[config.mk]
export PLATFORM = sky130hd
export DESIGN_NAME = rx_stream_arbiter
export DESIGN_NICKNAME = d
export VERILOG_FILES = /design/src/rtl/rx_stream_pkg.sv /design/src/rtl/rx_stream_arbiter_rr_arbiter.sv /design/src/rtl/rx_stream_arbiter.sv
export SDC_FILE = /design/constraint.sdc
export NUM_CORES = 1
export LEC_CHECK = 0
export ABC_AREA = 1
export CAP_MARGIN = 0
export CORE_ASPECT_RATIO = 0.75
export CORE_UTILIZATION = 39
export CTS_CLUSTER_SIZE = 40
export DETAILED_ROUTE_END_ITERATION = 6
export PLACE_DENSITY_LB_ADDON = 0.08
export REMOVE_ABC_BUFFERS = 1
export SYNTH_ARGS = -nofsm -noshare
export SYNTH_HDL_FRONTEND = slang
export SYNTH_SLANG_ARGS = --single-unit
[constraint.sdc]
create_clock -name i_sys_clk -period 4.02 [get_ports i_sys_clk]
set_input_delay 0.804 -clock i_sys_clk [delete_from_list [all_inputs] [get_ports i_sys_clk]]
set_output_delay 0.804 -clock i_sys_clk [all_outputs]
set_load 0.02 [all_outputs]
[src/rtl/rx_stream_pkg.sv]
// Shared definitions for the multi-channel RX stream arbiter: tagged word
// layout, channel limits and the word packing helper.
package rx_stream_pkg;

    localparam int unsigned MAX_CH     = 4;
    localparam int unsigned EXT_W      = 13;
    localparam int unsigned WORD_W     = 32;
    localparam int unsigned CH_ID_W    = $clog2(MAX_CH);

    localparam int unsigned MARKER_BIT = 31;
    localparam int unsigned CH_ID_LSB  = 29;
    localparam int unsigned I_LSB      = 16;
    localparam int unsigned DROP_BIT   = 14;
    localparam int unsigned Q_LSB      = 0;

    localparam logic        MARKER     = 1'b1;

    typedef struct packed {
        logic               marker;
        logic [CH_ID_W-1:0] ch_id;
        logic [EXT_W-1:0]   i_s;
        logic               rsvd_hi;
        logic               drop;
        logic               rsvd_lo;
        logic [EXT_W-1:0]   q_s;
    } rx_word_t;

    // Build a tagged word; reserved bits stay zero.
    function automatic rx_word_t pack_word(
        input logic [CH_ID_W-1:0] ch_id,
        input logic [EXT_W-1:0]   i_s,
        input logic               drop,
        input logic [EXT_W-1:0]   q_s
    );
        logic [WORD_W-1:0] w;
        w                          = '0;
        w[MARKER_BIT]              = MARKER;
        w[CH_ID_LSB +: CH_ID_W]    = ch_id;
        w[I_LSB +: EXT_W]          = i_s;
        w[DROP_BIT]                = drop;
        w[Q_LSB +: EXT_W]          = q_s;
        return rx_word_t'(w);
    endfunction

endpackage

[src/rtl/rx_stream_arbiter_rr_arbiter.sv]
// Round-robin arbiter: grants the first requester at or after the pointer,
// then moves the pointer just past the winner when the grant is accepted.
module rr_arbiter
    import rx_stream_pkg::*;
#(
    parameter int unsigned NUM_CH = 2
) (
    input  logic              clk,
    input  logic              rst_n,
    input  logic [NUM_CH-1:0] req,
    input  logic              accept,
    output logic [NUM_CH-1:0] grant_c
);

    localparam int unsigned PTR_W = (NUM_CH > 1) ? $clog2(NUM_CH) : 1;
    localparam logic [PTR_W-1:0] LAST_IDX = PTR_W'(NUM_CH - 1);

    logic [PTR_W-1:0] ptr;
    logic [PTR_W-1:0] idx_c;
    logic [PTR_W-1:0] grant_idx_c;
    logic             found_c;

    // Walk the channels starting at the pointer, wrapping modulo NUM_CH.
    always_comb begin
        grant_c     = '0;
        grant_idx_c = ptr;
        found_c     = 1'b0;
        idx_c       = ptr;
        for (int unsigned off = 0; off < NUM_CH; off++) begin
            if (!found_c && req[idx_c]) begin
                found_c        = 1'b1;
                grant_c[idx_c] = 1'b1;
                grant_idx_c    = idx_c;
            end
            idx_c = (idx_c == LAST_IDX) ? '0 : idx_c + PTR_W'(1);
        end
    end

    always_ff @(posedge clk or negedge rst_n) begin
        if (!rst_n) begin
            ptr <= '0;
        end else if (accept && found_c) begin
            ptr <= (grant_idx_c == LAST_IDX) ? '0 : grant_idx_c + PTR_W'(1);
        end
    end

endmodule

[src/rtl/rx_stream_arbiter.sv]
// Merges up to four I/Q sample streams into one tagged word stream with
// round-robin arbitration, per-channel drop counting and hysteretic DREQ.
module rx_stream_arbiter
    import rx_stream_pkg::*;
#(
    parameter int unsigned NUM_CH   = 2,
    parameter int unsigned SAMPLE_W = 13,
    parameter int unsigned LEVEL_W  = 10,
    parameter int unsigned CNT_W    = 16
) (
    input  logic                         i_sys_clk,
    input  logic                         i_rst_b,
    input  logic [NUM_CH-1:0]            i_ch_enable,
    input  logic [NUM_CH-1:0]            i_ch_valid,
    input  logic [NUM_CH*SAMPLE_W-1:0]   i_ch_i,
    input  logic [NUM_CH*SAMPLE_W-1:0]   i_ch_q,
    output logic                         o_fifo_push,
    output logic [WORD_W-1:0]            o_fifo_data,
    input  logic                         i_fifo_full,
    input  logic [LEVEL_W-1:0]           i_fifo_level,
    input  logic [LEVEL_W-1:0]           i_dreq_hi,
    input  logic [LEVEL_W-1:0]           i_dreq_lo,
    output logic                         o_dreq,
    input  logic                         i_clear_cnt,
    output logic [NUM_CH*CNT_W-1:0]      o_drop_cnt
);

    logic [NUM_CH-1:0] pending;
    logic [NUM_CH-1:0] drop_flag;
    logic [EXT_W-1:0]  hold_i   [NUM_CH];
    logic [EXT_W-1:0]  hold_q   [NUM_CH];
    logic [CNT_W-1:0]  drop_cnt [NUM_CH];

    logic [EXT_W-1:0]  ext_i_c  [NUM_CH];
    logic [EXT_W-1:0]  ext_q_c  [NUM_CH];
    logic [NUM_CH-1:0] req_c;
    logic [NUM_CH-1:0] grant_c;
    logic [NUM_CH-1:0] popped_c;
    logic [NUM_CH-1:0] load_c;
    logic [NUM_CH-1:0] drop_c;
    rx_word_t          word_c;

    // Disabled channels are masked so a stale pending bit never wins.
    assign req_c       = pending & i_ch_enable;
    assign o_fifo_push = (|req_c) & ~i_fifo_full;
    assign popped_c    = grant_c & {NUM_CH{o_fifo_push}};
    assign load_c      = i_ch_valid & i_ch_enable & (~pending | popped_c);
    assign drop_c      = i_ch_valid & i_ch_enable & ~load_c;

    rr_arbiter #(
        .NUM_CH (NUM_CH)
    ) u_rr_arbiter (
        .clk     (i_sys_clk),
        .rst_n   (i_rst_b),
        .req     (req_c),
        .accept  (o_fifo_push),
        .grant_c (grant_c)
    );

    always_comb begin
        for (int unsigned k = 0; k < NUM_CH; k++) begin
            ext_i_c[k] = EXT_W'($signed(i_ch_i[k*SAMPLE_W +: SAMPLE_W]));
            ext_q_c[k] = EXT_W'($signed(i_ch_q[k*SAMPLE_W +: SAMPLE_W]));
        end
    end

    always_comb begin
        word_c = '0;
        for (int unsigned k = 0; k < NUM_CH; k++) begin
            if (grant_c[k]) begin
                word_c = pack_word(CH_ID_W'(k), hold_i[k], drop_flag[k], hold_q[k]);
            end
        end
    end

    assign o_fifo_data = word_c;

    // Holding registers, sticky drop flags and saturating drop counters.
    always_ff @(posedge i_sys_clk or negedge i_rst_b) begin
        if (!i_rst_b) begin
            pending   <= '0;
            drop_flag <= '0;
            for (int unsigned k = 0; k < NUM_CH; k++) begin
                hold_i[k]   <= '0;
                hold_q[k]   <= '0;
                drop_cnt[k] <= '0;
            end
        end else begin
            for (int unsigned k = 0; k < NUM_CH; k++) begin
                if (!i_ch_enable[k]) begin
                    pending[k] <= 1'b0;
                    hold_i[k]  <= '0;
                    hold_q[k]  <= '0;
                end else if (load_c[k]) begin
                    pending[k] <= 1'b1;
                    hold_i[k]  <= ext_i_c[k];
                    hold_q[k]  <= ext_q_c[k];
                end else if (popped_c[k]) begin
                    pending[k] <= 1'b0;
                end

                // A drop coinciding with the push re-arms the flag.
                if (i_clear_cnt) begin
                    drop_flag[k] <= 1'b0;
                end else if (drop_c[k]) begin
                    drop_flag[k] <= 1'b1;
                end else if (popped_c[k]) begin
                    drop_flag[k] <= 1'b0;
                end

                if (i_clear_cnt) begin
                    drop_cnt[k] <= '0;
                end else if (drop_c[k] && (drop_cnt[k] != '1)) begin
                    drop_cnt[k] <= drop_cnt[k] + CNT_W'(1);
                end
            end
        end
    end

    for (genvar g = 0; g < NUM_CH; g++) begin : g_cnt_out
        assign o_drop_cnt[g*CNT_W +: CNT_W] = drop_cnt[g];
    end

    // Hysteretic DMA request; the set condition takes priority.
    always_ff @(posedge i_sys_clk or negedge i_rst_b) begin
        if (!i_rst_b) begin
            o_dreq <= 1'b0;
        end else if (i_fifo_level >= i_dreq_hi) begin
            o_dreq <= 1'b1;
        end else if (i_fifo_level <= i_dreq_lo) begin
            o_dreq <= 1'b0;
        end
    end

endmodule

==> flow_summary.ini <==
[cts]
numCtsBuffers = 9
cts.sinks = 90
htreeDepth = 3
post_cts_buffers = 0
clkSlewWorstSetupHoldPaths_ns = 0.07
cts-root-buf = clkbuf_16
clock_latency_ns = 0.34
cts_tree = built
cts_hold_buf = 0
cts_resized = 0
clk_path_buf_depth = 2

[min_path]
min_path_type = reg2reg

[drt]
routed.top_layer = met4
routed_via_density = 5.027
drc = 0
drt-initial-drc-count = 228
routedWlPerCell_um = 14.76
wirelength_mm = 14.43
wl_met3_um = 940
wl_met2_mm = 6.405
first_pass_iters = 5
dr_total_vias = 4916
route.layer.met1.wl_mm = 6.972
detail-route-antenna-nets = 0

[yosys]
synth-seq-cells = 90
async_flop_share_pct = 100.0
synth.avg_cell_area_um2 = 8.225
synth_ff_type = dfrtp_1
synth-simple-area-share_pct = 25.10
synth.area.top_cells = dfrtp_1 42%, nand2_1 9.5%, inv_1 8.3%
ys_types = 37
synth_compound_area_share_pct = 14.26
synth_top_area_share_pct = 41.68
yosysWarnings = 0
synth_top_family_by_area = simple AND/OR/NAND/NOR gates
synth_xor_area_share_pct = 1.945
synth_fa_ha_area_share_pct = 5.094
synth_edf_count = 0
synth_largest_area_cell = dfrtp_1
netlist_instances = 657
syn-cell-area_um2 = 5404
muxShareOfSynthArea_pct = 0
yosysSeqAreaShare_pct = 41.68

[cells_and_area]
insertedDiodeCount = 0
drive_gt1_share_pct = 7.931
final_common_cell = clkdlybuf4s50_1
final_cell_mix = 151 x clkdlybuf4s50_1, 137 x nand2_1, 120 x inv_1
area.growth.synth_to_final_pct = 35.38
final_util_pct = 55.24
final_nets = 914

[timing]
fmax_ghz = 0.2737
min_period_ns = 3.653
slew_viol_final = 0
post-route-period-util_pct = 90.88
setup_tns_ns = 0
tightest_slew_ns = 1.073
setup_violations = 0
hold_viol_final = 0
slew_headroom_pct = 28.38
rsz0062_at_grt = no
finClkSkew_ns = 0.006467

[grt]
grt_usage_pct = 20.75
antenna_found_initial = 0
grt_pass1_vias = 4620
grt-ovfl-total = 0
grt_max_degree = 79
grt_first_pass_wirelength_mm = 23.40

[setup_path]
start_kind = primary input
crit_path_max_fanout = 26
critPathRequiredTime_ns = 3.22
arrival_ns = 2.85
cp-end-kind = output pin
critical_path_class = in2out

[floorplan]
initial_utilization_pct = 40.81
ioPinCount = 156
die_w_um = 137.9
core_um2 = 13240
die_y_um = 103.9
dieArea_um2 = 14340
num_rows = 36

[pwr]
p_leak_nw = 3.339
ir_worst_vdd_mv = 0.2261
p_per_area_nw_per_um2 = 308.8

[placed_design]
numPortBuffers = 152
gp_congestion = 0.8228
post-dp-hpwl_mm = 10.06

[flow_run]
max-cap-violations = 0

[status]
outcome = finished clean
-- worst max-delay path, stage by stage --
cell,delay [ns]
clkdlybuf4s50_1,0.65
nand2_2,0.11
clkinv_2,0.12
nand2_1,0.06
buf_4,0.24
o22ai_1,0.22
clkdlybuf4s50_1,0.63
-- registers in the layout, summed over array words and instances, names as in the netlist --
signal / cells
o_drop_cnt: 32
hold_i: 26
u_rr_arbiter.ptr: 1
drop_flag: 2
pending: 2
o_dreq: 1
hold_q: 26
-- final cells by class --
| cell class | count | area, um2 |
|---|---|---|
| fill | 1200 | 5927 |
| multi-input combinational | 421 | 2519 |
| sequential | 90 | 2252 |
| timing repair buffer | 156 | 1549 |
| inverter | 124 | 466.7 |
| clock buffer | 11 | 252.7 |
| tap | 171 | 214.0 |
| clock inverter | 5 | 62.56 |
-- synthesized netlist by cell type, types with 3 or more instances --
cell	n
ha_1	22
o22ai_1	32
o21bai_1	10
buf_6	4
xor2_1	12
inv_1	120
nand3_2	3
o21ai_1	20
nor2_1	34
nand3_4	3
buf_4	5
dfrtp_1	90
o21ai_0	11
clkbuf_1	9
o22ai_2	20
nand3b_1	5
a21oi_1	10
nand4_1	29
nand3_1	51
nor2_8	4
nand2_1	137
nand2_2	4
-- routing by layer --
metal | vias up | track usage (%)
met5 | - | 0
met4 | 0 | 4.891
met3 | 10 | 4.630
met2 | 154 | 31.18
met1 | 2319 | 30.05
li1 | 2433 | -
-- worst paths after layout --
kind / from / endpoint / slack (ns) / cells past startpoint
worst max-delay path: i_ch_enable[0] / o_fifo_data[20] / 0.37 / 7
worst min-delay path: hold_i[14] / hold_i[14] / 0.52 / 2
worst max register to register: pending[0] / hold_q[14] / 1.97 / 7
worst min register to register: hold_i[14] / hold_i[14] / 0.52 / 2
max in group asynchronous: i_rst_b / o_drop_cnt[21] / 2.60 / 2
min in group asynchronous: i_rst_b / hold_i[23] / 0.65 / 1
-- report_power, final --
part / switching, mW / internal, mW / leakage [nW] / total (mW)
Combinational: 0.229 / 0.185 / 1.97 / 0.414
Clock: 0.356 / 0.518 / 0.148 / 0.874
Sequential: 0.0171 / 0.954 / 1.22 / 0.971
-- cells by family after synthesis --
family | after synthesis
xor+xnor | 12
flops | 90
simple gates | 276
fa+ha+maj | 22
buf+inv | 148
other cells | 1
compound gates | 108
-- stage by stage --
step / hold WS [ns] / instances / instance area, um2 / setup WS (ns) / total power, mW
floorplan: 0.4840 / 635 / 5238 / 1.209 / 1.193
global placement: 0.4972 / 962 / 7000 / 0.4413 / 1.396
detailed placement: 0.5037 / 962 / 7000 / 0.3743 / 1.404
CTS: 0.5202 / 978 / 7316 / 0.3734 / 2.290
global route: 0.5284 / 978 / 7316 / 0.2478 / 2.378
finish: 0.5153 / 978 / 7316 / 0.3665 / 2.259
Note: power is estimated with default switching activity, not from simulation.
